### src/rtl/fifo2pcie_tx.sv
// fifo2pcie_tx: pops TLP beats from the first-word-fall-through Eth->PCIe FIFO and
// drives the 64-bit PCIe TX AXI-stream. A packet starts only when the core reports
// enough buffer credit. The beat count is checked against tlp_len. Truncated or stalled
// TLPs are ended with src_dsc, and malformed entries are drained.
// Optional build macro FIFO2PCIE_TX_STATS_EN adds the stat_pkt/stat_abort/stat_drop counters.
module fifo2pcie_tx #(
    parameter int unsigned TIMEOUT_VAL = 500,
    parameter int unsigned MIN_BUF_AV  = 2
) (
    input  logic        pcie_clk,
    input  logic        pcie_rst_n,
    input  logic        fifo_empty,
    input  logic [63:0] fifo_tdata,
    input  logic [7:0]  fifo_tkeep,
    input  logic        fifo_tlast,
    input  logic [10:0] fifo_tlp_len,
    output logic        rd_en,
    input  logic [5:0]  tx_buf_av,
    input  logic        tx_tready,
    output logic        tx_tvalid,
    output logic        tx_tlast,
    output logic [7:0]  tx_tkeep,
    output logic [63:0] tx_tdata,
    output logic [3:0]  tx_tuser
`ifdef FIFO2PCIE_TX_STATS_EN
    ,
    output logic [31:0] stat_pkt,
    output logic [31:0] stat_abort,
    output logic [31:0] stat_drop
`endif
);

    localparam int unsigned CNT_W   = 9;
    localparam int unsigned TO_W    = 10;
    localparam int unsigned MIN_LEN = 12;

    localparam logic [1:0] S_IDLE  = 2'd0;
    localparam logic [1:0] S_DATA  = 2'd1;
    localparam logic [1:0] S_ABORT = 2'd2;
    localparam logic [1:0] S_DRAIN = 2'd3;

    logic [1:0]       state_q, state_d;
    logic [CNT_W-1:0] beat_cnt_q, beat_cnt_d;
    logic [CNT_W-1:0] exp_q, exp_d;
    logic [TO_W-1:0]  to_cnt_q, to_cnt_d;
    logic             pend_q, pend_d;
    logic             run_q, run_d;

    logic [CNT_W-1:0] exp_calc;
    logic [CNT_W-1:0] cnt_inc;
    logic             cnt_end;
    logic             start_ok;

    // State and counter registers; run_q gives a synchronous release after the async reset
    always_ff @(posedge pcie_clk or negedge pcie_rst_n) begin
        if (!pcie_rst_n) begin
            state_q    <= S_IDLE;
            beat_cnt_q <= '0;
            exp_q      <= '0;
            to_cnt_q   <= '0;
            pend_q     <= 1'b0;
            run_q      <= 1'b0;
        end else begin
            state_q    <= state_d;
            beat_cnt_q <= beat_cnt_d;
            exp_q      <= exp_d;
            to_cnt_q   <= to_cnt_d;
            pend_q     <= pend_d;
            run_q      <= run_d;
        end
    end

    // Next-state logic and the zero-latency FIFO->TX datapath
    always_comb begin
        state_d    = state_q;
        beat_cnt_d = beat_cnt_q;
        exp_d      = exp_q;
        to_cnt_d   = to_cnt_q;
        pend_d     = pend_q;
        run_d      = 1'b1;
        rd_en      = 1'b0;
        tx_tvalid  = 1'b0;
        tx_tlast   = 1'b0;
        tx_tkeep   = 8'h00;
        tx_tdata   = 64'h0;
        tx_tuser   = 4'h0;

        exp_calc = CNT_W'((12'(fifo_tlp_len) + 12'd7) >> 3);
        cnt_inc  = CNT_W'(beat_cnt_q + 1'b1);
        cnt_end  = (cnt_inc == exp_q);
        // A beat already offered keeps its credit even if tx_buf_av drops while stalled
        start_ok = run_q && !fifo_empty && (pend_q || (tx_buf_av >= 6'(MIN_BUF_AV)));

        case (state_q)
            S_IDLE: begin
                to_cnt_d = '0;
                if (start_ok) begin
                    if ((fifo_tlp_len < 11'(MIN_LEN)) || fifo_tlast) begin
                        state_d = S_DRAIN;
                    end else begin
                        tx_tvalid = 1'b1;
                        tx_tdata  = fifo_tdata;
                        tx_tkeep  = fifo_tkeep;
                        if (tx_tready) begin
                            rd_en      = 1'b1;
                            beat_cnt_d = CNT_W'(1);
                            exp_d      = exp_calc;
                            pend_d     = 1'b0;
                            state_d    = S_DATA;
                        end else begin
                            pend_d = 1'b1;
                        end
                    end
                end
            end
            S_DATA: begin
                if (!fifo_empty) begin
                    to_cnt_d  = '0;
                    tx_tvalid = 1'b1;
                    tx_tdata  = fifo_tdata;
                    tx_tkeep  = fifo_tkeep;
                    // Early FIFO end or count reached without FIFO end both flag src_dsc
                    tx_tlast    = fifo_tlast | cnt_end;
                    tx_tuser[3] = fifo_tlast ^ cnt_end;
                    if (tx_tready) begin
                        rd_en      = 1'b1;
                        beat_cnt_d = cnt_inc;
                        if (fifo_tlast) begin
                            state_d = S_IDLE;
                        end else if (cnt_end) begin
                            state_d = S_DRAIN;
                        end
                    end
                end else begin
                    to_cnt_d = (to_cnt_q >= TO_W'(TIMEOUT_VAL)) ? to_cnt_q
                                                                : TO_W'(to_cnt_q + 1'b1);
                    if (to_cnt_d == TO_W'(TIMEOUT_VAL)) begin
                        state_d = S_ABORT;
                    end
                end
            end
            S_ABORT: begin
                to_cnt_d    = '0;
                tx_tvalid   = 1'b1;
                tx_tkeep    = 8'hFF;
                tx_tlast    = 1'b1;
                tx_tuser[3] = 1'b1;
                if (tx_tready) begin
                    state_d = S_DRAIN;
                end
            end
            default: begin
                to_cnt_d = '0;
                rd_en    = !fifo_empty;
                if (!fifo_empty && fifo_tlast) begin
                    state_d = S_IDLE;
                end
            end
        endcase
    end

`ifdef FIFO2PCIE_TX_STATS_EN
    logic [31:0] stat_pkt_q, stat_pkt_d;
    logic [31:0] stat_abort_q, stat_abort_d;
    logic [31:0] stat_drop_q, stat_drop_d;

    // Statistics event decode: normal ends, src_dsc beats, malformed drops
    always_comb begin
        stat_pkt_d   = stat_pkt_q;
        stat_abort_d = stat_abort_q;
        stat_drop_d  = stat_drop_q;
        if ((state_q == S_DATA) && tx_tvalid && tx_tready && fifo_tlast && cnt_end) begin
            stat_pkt_d = stat_pkt_q + 32'd1;
        end
        if (tx_tvalid && tx_tready && tx_tuser[3]) begin
            stat_abort_d = stat_abort_q + 32'd1;
        end
        if ((state_q == S_IDLE) && (state_d == S_DRAIN)) begin
            stat_drop_d = stat_drop_q + 32'd1;
        end
    end

    // Statistics counters, wrapping modulo 2^32
    always_ff @(posedge pcie_clk or negedge pcie_rst_n) begin
        if (!pcie_rst_n) begin
            stat_pkt_q   <= '0;
            stat_abort_q <= '0;
            stat_drop_q  <= '0;
        end else begin
            stat_pkt_q   <= stat_pkt_d;
            stat_abort_q <= stat_abort_d;
            stat_drop_q  <= stat_drop_d;
        end
    end

    assign stat_pkt   = stat_pkt_q;
    assign stat_abort = stat_abort_q;
    assign stat_drop  = stat_drop_q;
`endif

endmodule

### config.mk
export PLATFORM = sky130hd
export DESIGN_NAME = fifo2pcie_tx
export DESIGN_NICKNAME = d
export VERILOG_FILES = /design/src/rtl/fifo2pcie_tx.sv
export SDC_FILE = /design/constraint.sdc
export NUM_CORES = 1
export LEC_CHECK = 0
export ABC_AREA = 1
export BUFFER_PORTS_ARGS = -buffer_cell sky130_fd_sc_hd__buf_2
export CELL_PAD_IN_SITES_DETAIL_PLACEMENT = 0
export CELL_PAD_IN_SITES_GLOBAL_PLACEMENT = 1
export CORE_ASPECT_RATIO = 0.6
export CORE_MARGIN = 2
export CORE_UTILIZATION = 25
export CTS_CLUSTER_SIZE = 14
export DETAILED_ROUTE_END_ITERATION = 8
export PLACE_DENSITY_LB_ADDON = 0.1
export SYNTH_ARGS = -nofsm -noshare
export SYNTH_HDL_FRONTEND = slang
export SYNTH_SLANG_ARGS = --single-unit
export TNS_END_PERCENT = 100
### constraint.sdc
create_clock -name pcie_clk -period 1.8 [get_ports pcie_clk]
set_input_delay 0.18 -clock pcie_clk [delete_from_list [all_inputs] [get_ports pcie_clk]]
set_output_delay 0.18 -clock pcie_clk [all_outputs]
set_load 0.01 [all_outputs]
==> results by group, run 1 <==
STA
  • Final Skew: ~0.0029 ns
  • Min Tclk post-route: roughly 2.4 ns
  • Least-Margin Pin Slew: roughly 0.74 ns
  • Setup violators final: 87
  • RSZ-0062 raised after global routing: true
  • Final hold vios: 32
  • Slew HR: between 50% and 60%
  • Worst setup margin: -0.619 ns
  • Fin crit share: 134%
  • Pins Over Slew Limit: 0
  • Hold Worst Slack: -0.0338 ns
  • Peak Freq: a little over 400 MHz

Floorplanning
  • Cell Rows: 30
  • Die Wd: ~140 um
  • Effective utilization at floorplan: between 20 and 30%
  • Die span in y: 87.8 um
  • Ports: roughly 170
  • DIE AREA: 12600 um^2
  • Core Box Area: 11300 um^2

Finish
  • Fraction of layout cells with a size suffix above 1: approximately 52%
  • Syn-to-layout area delta: 107%
  • Layout Utilization: a little over half
  • Post-route cell area: between 6000 and 7000 um^2
  • Ant diodes: 0
  • Filler Cell Count: a little over 1k
  • Fin nets: between 800 and 900

Global routing
  • GR Util met2: between 20 and 30%
  • First-pass GRT wire length: 15900 um
  • Largest net degree at the start of global routing: 33
  • Vias in the first global route: ~3.3k
  • M1 GR Usage: roughly a quarter
  • M3 GR Usage: ~2.4%
  • GR peak layer: met2
  • Initial antenna violation count: 0
  • GR Overflow Total: 0
  • Global-route usage over all layers: between 10% and 20%

Synth
  • Largest family of logic cells by synthesized area: simple AND/OR/NAND/NOR gates
  • Compound-cell area share of the yosys netlist: under 10%
  • Post-synthesis adder-cell area fraction: 3.42%
  • Cell count after synthesis: 502
  • Post-synth top cells: nor2_1 (123), inv_1 (110), nand2_1 (103)
  • Mux cell area share after synthesis: 0%
  • Synth area leader: dfrtp_1
  • Avg Cell Area, Syn: 5.82 um^2
  • EDFF count, synth: 0
  • Post-synthesis sequential area ratio: 27.4%
  • Post-synthesis xor/xnor area fraction: under 10%
  • Yosys cell types: 32
  • Post-synthesis instance area: a little under 3000 um^2
  • YS warnings: 0
  • Post-synth top area share: 27.4%
  • Most common cell in the netlist: nor2_1
  • Asr flop ratio synth: between 90% and 100%
  • Post-synth top flop: dfrtp_1
  • Synth Register Bits: 32
  • Ranking of synthesized cells by area: dfrtp_1 (27%), nor2_1 (16%), inv_1 (14%), nand2_1 (13%), nand3_1 (5.5%)
  • Synth Area in Simple Gates: between 40% and 50%

Detailed routing
  • Routed vias: around 3.9k
  • Post-route ant nets: 0
  • DRT iter0 DRCs: around 190
  • Routed wire per std cell: approximately 13 um
  • DRC: 0
  • DRT Pass-1 Iters: 4
  • Final wirelength: 11600 um
  • Vias/cell: between 4 and 5

Outcome
  • Outcome: finished, violations left
  • Failing checks: hold timing, setup timing

Clocking
  • Worst skew pair latency: roughly 0.28 ns
  • H-tree levels: 2
  • Root Driver: clkbuf_16
  • Clock transition at the registers of the reported paths: 0.05 ns
  • Clock Path Buffers: 2
  • CTS buffer count: 5
  • CTS tree: yes
  • Clk sinks: 32

Pwr
  • Pwr Density: between 1000 and 1500 nW/um^2
  • Lkg Pwr: 3.10 nW
  • Max VDD drop: about 0.50 mV

Setup path
  • WS Path Type: flip-flop to primary output
  • WP buf/inv: 2
  • Arrival @ worst endpoint: between 2 and 2.5 ns
  • Cell count along the critical path: 13
  • Largest delay share family, worst path: simple AND/OR/NAND/NOR gates
  • Critical path, cell by cell: buf_6 > nand2_2 > nor2_4 > nand3_2 > nand2_2 > nand2_1 > nand2_1 > and3_2 > nand4_1 > ha_4 > nor2_2 > nor2_2 > buf_2
  • Slowest cell on the critical path: dfrtp_1
  • R2R Setup Slk: -0.11 ns
  • Setup crit end kind: primary output
  • Critical path launch point type: flip-flop
  • Max incr delay on CP: 0.40 ns
  • CP required: roughly 1.6 ns
  • Crit path from: beat_cnt_q[1]
  • CP max FO: 5
  • Worst R2R End: beat_cnt_q[0]
  • FF-to-FF path depth: 11
  • R2R Path Start: state_q[0]
  • Critical path endpoint: tx_tuser[3]

Place
  • Buffers on Ports: 168
  • Final Wtd Congestion: 0.867
  • Placement Cell Area: 4330 um^2
  • Post-place setup slack: -0.303 ns
  • HPWL Detailed: 7690 um

Worst hold path
  • Worst Hold Class: primary input to async pin

Run
  • # Max-Cap Violations: 0
==> cell type report <==
type / instances / area (um^2) / area share [%]
repair buffers: 249 / 2140 / 35.5
flip-flops and latches: 32 / 803 / 13.3
inverters: 111 / 423 / 7.01
repair inverters: 1 / 5.00 / 0.0829
multi-input cells: 347 / 2340 / 38.7
well taps: 160 / 200 / 3.32
clock buffers: 5 / 125 / 2.07
==> layout by cell type (no fill, tap or decap), types with 4 or more instances in the layout <==
master / count
a21oi_1: 5
buf_12: 7
buf_16: 6
buf_2: 110
buf_4: 47
buf_6: 75
clkbuf_16: 8
conb_1: 4
dfrtp_1: 30
ha_4: 5
inv_1: 102
inv_2: 7
nand2_1: 96
nand2_2: 11
nand2_4: 4
nand3_1: 28
nand3b_1: 4
nor2_1: 54
nor2_2: 14
nor2_4: 66
o21ai_1: 12
o31ai_2: 4
==> cells by family (layout without fill, tap and decap cells) <==
family | Yosys count | in the layout
other cells | 2 | 4
buf+inv | 125 | 366
xor+xnor | 6 | 6
simple gates | 293 | 293
flops | 32 | 32
fa+ha+maj | 8 | 8
compound gates | 36 | 36
==> power breakdown <==
group | total [mW] | internal, mW | switching [mW]
sequential | 1.08 | 0.900 | 0.176
combinational | 4.87 | 2.48 | 2.40
clock | 0.781 | 0.488 | 0.293
==> timing repair <==
item | 4_1_cts | 5_1_grt
gates cloned | 11 | 4
buffers inserted | 14 | 10
endpoints found under the setup margin | 88 | 97
pin swaps | 16 | 19
gates resized for setup | 80 | 195
hold buffers | 0 | 0
==> stage by stage <==
stage | setup TNS (ns) | std cells | power [mW]
4_1_cts | -17.49 | 900 | 5.63
3_3_place_gp | -1.58 | 870 | 3.81
6_report | -18.30 | 905 | 6.73
3_5_place_dp | -1.37 | 870 | 3.81
5_1_grt | -25.24 | 905 | 7.19
2_1_floorplan | -0.0699 | 504 | 2.57
==> worst min-delay path by stage <==
stage | start | to | slack [ns]
2_1_floorplan | pcie_rst_n | beat_cnt_q[0] | -0.12
3_3_place_gp | pcie_rst_n | exp_q[0] | 0.29
3_5_place_dp | pcie_rst_n | exp_q[1] | 0.30
4_1_cts | pcie_rst_n | exp_q[1] | 0.005
5_1_grt | pcie_rst_n | exp_q[0] | 0.05
6_report | pcie_rst_n | exp_q[1] | -0.03
==> sequential cells by signal, summed over array words and instances, names as in the netlist <==
name        flops
pend_q          1
beat_cnt_q      9
state_q         2
run_q           1
to_cnt_q       10
exp_q           9
==> metal layers <==
layer / vias up / part of all wire (%)
met3: 7 / 5.8
met4: 0 / 0.72
met1: 1749 / 47
met2: 128 / 46
li1: 1987 / -
met5: - / 0
Note: power is estimated with default switching activity, not from simulation.
==> run 2, diff against run 1 <==
- PLACE_DENSITY: not set -> 0.86
- PLACE_DENSITY_LB_ADDON: 0.1 -> not set
==> results by group, run 2 (synthesis results as in run 1) <==
Worst hold path
  • Hold_sp: fifo_tlp_len[8]
  • Worst Hold Class: primary input to flip-flop

Place
  • Post-place setup slack: -0.376 ns (-0.0724 ns)
  • Placement Cell Area: 4370 um^2 (+0.93%)
  • Buffers on Ports: 168 (unchanged)
  • # placed instances: 877 (+0.80%)
  • HPWL Detailed: 8230 um (+6.9%)
  • Final Wtd Congestion: 0.851 (-1.9%)

Global routing
  • First-pass GRT wire length: 17000 um (+7.0%)
  • Initial antenna violation count: 0 (unchanged)
  • Largest net degree at the start of global routing: 33 (unchanged)
  • M3 GR Usage: 2.90% (+0.55 points)
  • Global-route usage over all layers: 17.4% (+1.3 points)
  • GR Util met2: 23.5% (-1.6 points)
  • GR Overflow Total: 0 (unchanged)
  • Vias in the first global route: 3311 (+0.58%)
  • GR peak layer: met1
  • M1 GR Usage: 28.4% (+5.0 points)

Clocking
  • Root Driver: clkbuf_16
  • Clock transition at the registers of the reported paths: 0.05 ns (about the same)
  • CTS buffer count: 5 (unchanged)
  • Clock Path Buffers: 2 (unchanged)
  • CTS tree: yes
  • Clk sinks: 32 (unchanged)
  • H-tree levels: 2 (unchanged)
  • Worst skew pair latency: 0.29 ns (about the same)

Finish
  • Commonest non-fill, non-tap cells in the layout: buf_2 (111), inv_1 (99), nand2_1 (91), buf_6 (77), buf_4 (69)
  • Fin cells: 931 (+2.9%)
  • Fraction of layout cells with a size suffix above 1: 55.5% (+3.3 points)
  • Ant diodes: 0 (unchanged)
  • Filler Cell Count: 1033 (unchanged)
  • Syn-to-layout area delta: 114%
  • Largest reg by FF count: to_cnt_q
  • Top flop regs: to_cnt_q: 10 flops, beat_cnt_q: 9 flops, exp_q: 9 flops
  • Layout Utilization: 55.3% (+2.0 points)
  • Post-route cell area: 6270 um^2 (+3.8%)
  • Max FFs per register: 10 (unchanged)
  • Commonest non-fill, non-tap cell in the layout: buf_2
  • Fin nets: 873 (+2.8%)

Floorplanning
  • Cell Rows: 30 (unchanged)
  • Die Wd: 144 um (unchanged)
  • Core Box Area: 11300 um^2 (unchanged)
  • Effective utilization at floorplan: 25.8% (unchanged)
  • DIE AREA: 12600 um^2 (unchanged)
  • Ports: 173 (unchanged)
  • Die span in y: 87.8 um (unchanged)

Detailed routing
  • Routed vias: 3935 (+1.7%)
  • DRT Pass-1 Iters: 4 (unchanged)
  • Post-route ant nets: 0 (unchanged)
  • Routed wire per std cell: 13.9 um (+7.9%)
  • Final wirelength: 12900 um (+11%)
  • Vias/cell: 4.23 (-1.2%)
  • DRC: 0 (unchanged)
  • DRT iter0 DRCs: 218 (+14%)

STA
  • Final Skew: 0.00681 ns (+0.00390 ns)
  • Least-Margin Pin Slew: 0.752 ns (+0.00768 ns)
  • Min Tclk post-route: 2.51 ns (+0.0870 ns)
  • Worst setup margin: -0.706 ns (-0.0870 ns)
  • Setup violators final: 87 (unchanged)
  • Peak Freq: 399 MHz (-3.5%)
  • RSZ-0062 raised after global routing: true
  • Fin crit share: 139% (+4.8 points)
  • Pins Over Slew Limit: 0 (unchanged)
  • Final hold vios: 0 (-100%)
  • Slew HR: 49.9% (-0.51 points)

Setup path
  • R2R Path Start: beat_cnt_q[0]
  • Arrival @ worst endpoint: 2.33 ns (+0.09 ns)
  • WS Path Type: flip-flop to primary output
  • CP required: 1.62 ns (about the same)
  • Crit path from: beat_cnt_q[0]
  • CP max FO: 4 (-1)
  • Setup crit end kind: primary output
  • Critical path launch point type: flip-flop

Pwr
  • Max VDD drop: 0.522 mV (+3.7%)
  • Lkg Pwr: 3.22 nW (+3.8%)
  • Pwr Density: 1140 nW/um^2 (+2.4%)
  • Final Power: 7.16 mW (+6.3%)

Run
  • # Max-Cap Violations: 0 (unchanged)

Outcome
  • Outcome: finished, violations left
  • Failing checks: setup timing
run 2: worst paths after layout:
path / cells past startpoint / slack [ns] / endpoint
max in group asynchronous: 2 / 0.78 / beat_cnt_q[2]
min in group asynchronous: 2 / 0.50 / exp_q[0]
worst min register to register: 2 / 0.51 / exp_q[1]
worst max-delay path: 13 / -0.71 / tx_tuser[3]
worst max register to register: 21 / -0.56 / state_q[1]
worst min-delay path: 3 / 0.23 / exp_q[5]
run 2: area by class of cell:
| type | instances | area, um^2 | share of cell area (%) |
|---|---|---|---|
| clock buffer | 7 | 153 | 2.44 |
| timing repair buffer | 273 | 2290 | 36.5 |
| tap | 160 | 200 | 3.19 |
| inverter | 111 | 427 | 6.81 |
| sequential | 32 | 802 | 12.8 |
| multi-input combinational | 348 | 2400 | 38.3 |
run 2: critical path, stage by stage (launching register included):
cell,delay [ns]
dfrtp_1,0.41
ha_4,0.18
nand2_4,0.07
nor2_4,0.11
nand2_1,0.07
nand2_1,0.08
nand2_1,0.07
nand2_1,0.09
and3_4,0.18
nand4_1,0.20
ha_4,0.35
nor2_2,0.04
nor2_2,0.06
buf_2,0.13
run 2: what timing repair did:
action	4_1_cts	5_1_grt
pin swaps	13	15
setup endpoints to repair	86	94
cloned	9	4
hold buffers	1	0
resized for setup	89	214
endpoints found under the hold margin	32	0
buffers inserted	29	11
run 2: per-stage QoR:
| stage | setup TNS, ns | hold slack (ns) |
|---|---|---|
| after floorplan | -0.0699 | -0.116 |
| after global placement | -2.77 | 0.282 |
| after detailed placement | -4.04 | 0.286 |
| after CTS | -19.95 | 0.212 |
| after global routing | -26.64 | 0.236 |
| final | -19.50 | 0.230 |
run 2: where the power goes:
group	switching [mW]	internal, mW	leakage (nW)
sequential	0.161	0.897	0.416
clock	0.313	0.580	0.0760
combinational	2.54	2.67	2.72
run 2: layer usage:
layer  part of all wire (%)  vias up
li1                       -     2037
met1                     48     1791
met2                     46       99
met3                    5.5        8
met4                   0.55        0
met5                      0        -
==> run 3, diff against run 2 <==
- CORE_UTILIZATION: 25 -> 28
- CTS_BUF_LIST: not set -> sky130_fd_sc_hd__clkbuf_8 sky130_fd_sc_hd__clkbuf_16
- PLACE_DENSITY: 0.86 -> 0.9
- REMOVE_ABC_BUFFERS: not set -> 1
- clock period: 1.8 -> 2.75 ns (I/O delays scaled with it)
==> results by group, run 3 (synthesis results as in run 1) <==
Clocking
  • Worst skew pair latency: 0.28 ns (about the same)
  • Clock Path Buffers: 2 (unchanged)
  • CTS buffer count: 5 (unchanged)
  • CTS Hold Bufs: 0 (-1)
  • Root Driver: clkbuf_16
  • H-tree levels: 2 (unchanged)
  • CTS tree: yes
  • Clock transition at the registers of the reported paths: 0.05 ns (about the same)
  • Resized cells post-CTS: 0 (-100%)
  • Clk sinks: 32 (unchanged)
  • Post-CTS Setup Inserts: 0 (-100%)

Global routing
  • Largest net degree at the start of global routing: 66 (+100%)
  • M1 GR Usage: 26.3% (-2.1 points)
  • Global-route usage over all layers: 18.3% (+0.93 points)
  • GR Util met2: 28.5% (+5.0 points)
  • GR peak layer: met2
  • GR Overflow Total: 0 (unchanged)
  • First-pass GRT wire length: 16600 um (-2.4%)
  • Vias in the first global route: 3348 (+1.1%)
  • Initial antenna violation count: 0 (unchanged)
  • M3 GR Usage: 3.48% (+0.58 points)

Setup path
  • Critical Path Most Common Cell: inv_1
  • Critical path launch point type: flip-flop
  • WS Path Type: flip-flop to primary output
  • Critical path, cell by cell: inv_1 > ha_1 > inv_1 > nor2_2 > nor2_1 > inv_1 > nand2_1 > a21oi_1 > buf_2
  • Max incr delay on CP: 0.41 ns (about the same)
  • CP required: 2.48 ns (+0.86 ns)
  • Largest delay share family, worst path: buffers and inverters
  • CP max FO: 7 (+3)
  • WP buf/inv: 4 (+3)
  • Slowest cell on the critical path: dfrtp_1
  • Arrival @ worst endpoint: 2.28 ns (-0.05 ns)
  • Setup crit end kind: primary output

Run
  • # Max-Cap Violations: 0 (unchanged)

Place
  • Final Wtd Congestion: 0.880 (+3.4%)
  • HPWL Detailed: 8320 um (+1.1%)
  • # placed instances: 796 (-9.2%)
  • Buffers on Ports: 168 (unchanged)

Detailed routing
  • Post-route ant nets: 0 (unchanged)
  • Routed wire per std cell: 12.7 um (-8.2%)
  • Routed vias: 3526 (-10%)
  • DRC: 0 (unchanged)
  • Final wirelength: 10200 um (-21%)
  • DRT iter0 DRCs: 241 (+11%)
  • Vias/cell: 4.39 (+3.9%)
  • DRT Pass-1 Iters: 5 (+1)

Finish
  • Largest reg by FF count: to_cnt_q
  • Fraction of layout cells with a size suffix above 1: 31.6% (-24 points)
  • Max FFs per register: 10 (unchanged)
  • Syn-to-layout area delta: 39.8%
  • Commonest non-fill, non-tap cells in the layout: buf_2 (168), nor2_1 (121), inv_1 (110), nand2_1 (103), nand3_1 (32)
  • Fin nets: 770 (-12%)
  • Fin cells: 803 (-14%)
  • Layout Utilization: 40.8% (-15 points)
  • Top flop regs: to_cnt_q: 10 flops, beat_cnt_q: 9 flops, exp_q: 9 flops
  • Commonest non-fill, non-tap cell in the layout: buf_2
  • Ant diodes: 0 (unchanged)

Floorplanning
  • Ports: 173 (unchanged)
  • Die span in y: 83.1 um (-5.3%)
  • Die Wd: 136 um (-5.4%)
  • DIE AREA: 11300 um^2 (-10%)
  • Cell Rows: 28 (-6.7%)
  • Core Box Area: 10000 um^2 (-12%)
  • Effective utilization at floorplan: 29.2% (+3.4 points)

STA
  • Final hold vios: 0 (unchanged)
  • Least-Margin Pin Slew: 0.772 ns (+0.0194 ns)
  • Final Skew: 0.00400 ns (-0.00281 ns)
  • Slew HR: 48.6% (-1.3 points)
  • Setup violators final: 0 (-100%)
  • Peak Freq: 391 MHz
  • Min Tclk post-route: between 2 and 3 ns
  • Pins Over Slew Limit: 0 (unchanged)
  • Hold Worst Slack: 0.0682 ns (-0.161 ns)
  • Fin crit share: ~93%

Worst hold path
  • Worst Hold Class: primary input to async pin

Pwr
  • Pwr Density: 703 nW/um^2 (-38%)
  • Max VDD drop: 0.249 mV (-52%)
  • Lkg Pwr: 2.50 nW (-22%)

Outcome
  • Outcome: complete, no violations
==> run 3: power breakdown <==
group | switching (mW) | total [mW] | leakage, nW | internal, mW
Clock | 0.207 | 0.587 | 0.0760 | 0.380
Sequential | 0.108 | 0.698 | 0.412 | 0.590
Combinational | 0.995 | 1.59 | 2.01 | 0.592
Total | 1.31 | 2.87 | 2.50 | 1.56
==> run 3: per-layer routing <==
| layer | share of wire [%] | up-vias | wire length [um] |
|---|---|---|---|
| met5 | 0 | - | 0 |
| met4 | 1.0 | 0 | 102 |
| met3 | 5.6 | 14 | 577 |
| met2 | 45 | 106 | 4580 |
| met1 | 49 | 1589 | 4970 |
| li1 | - | 1817 | - |
==> run 3: worst register-to-register path, delay by kind of cell (launching register included) <==
family | cells | cell delay (ns)
compound gates | 1 | 0.14
fa+ha+maj | 1 | 0.23
buf+inv | 2 | 0.50
flops | 1 | 0.42
simple gates | 4 | 0.92
==> run 3: metrics by stage <==
stage               area [um^2]  setup TNS, ns  setup slack, ns  power (mW)
floorplan                  2850         -45.95           -0.797        1.64
global placement           3910              0            0.423        2.22
detailed placement         3910              0            0.418        2.24
CTS                        4060              0            0.118        2.84
global route               4090       -0.00251         -0.00251        3.12
finish                     4090              0            0.194        2.87
==> run 3: area by class of cell <==
type / count / area, um^2
Clock buffer: 7 / 153
Sequential cell: 32 / 806
Inverter: 111 / 417
Timing Repair Buffer: 171 / 876
Fill cell: 1089 / 5930
Tap cell: 135 / 169
Multi-Input combinational cell: 347 / 1670
==> run 3: path summary, 6_finish.rpt <==
check                                     start             to  slack [ns]  cells after the start
worst min register to register         exp_q[1]       exp_q[1]        0.51                      2
max in group asynchronous            pcie_rst_n  beat_cnt_q[2]        2.14                      1
worst min-delay path                 pcie_rst_n       exp_q[5]        0.07                      1
min in group pcie_clk           fifo_tlp_len[9]       exp_q[6]        0.28                      3
worst max-delay path                 state_q[1]       tx_tlast        0.19                      9
worst max register to register       state_q[0]       exp_q[8]        0.47                      8
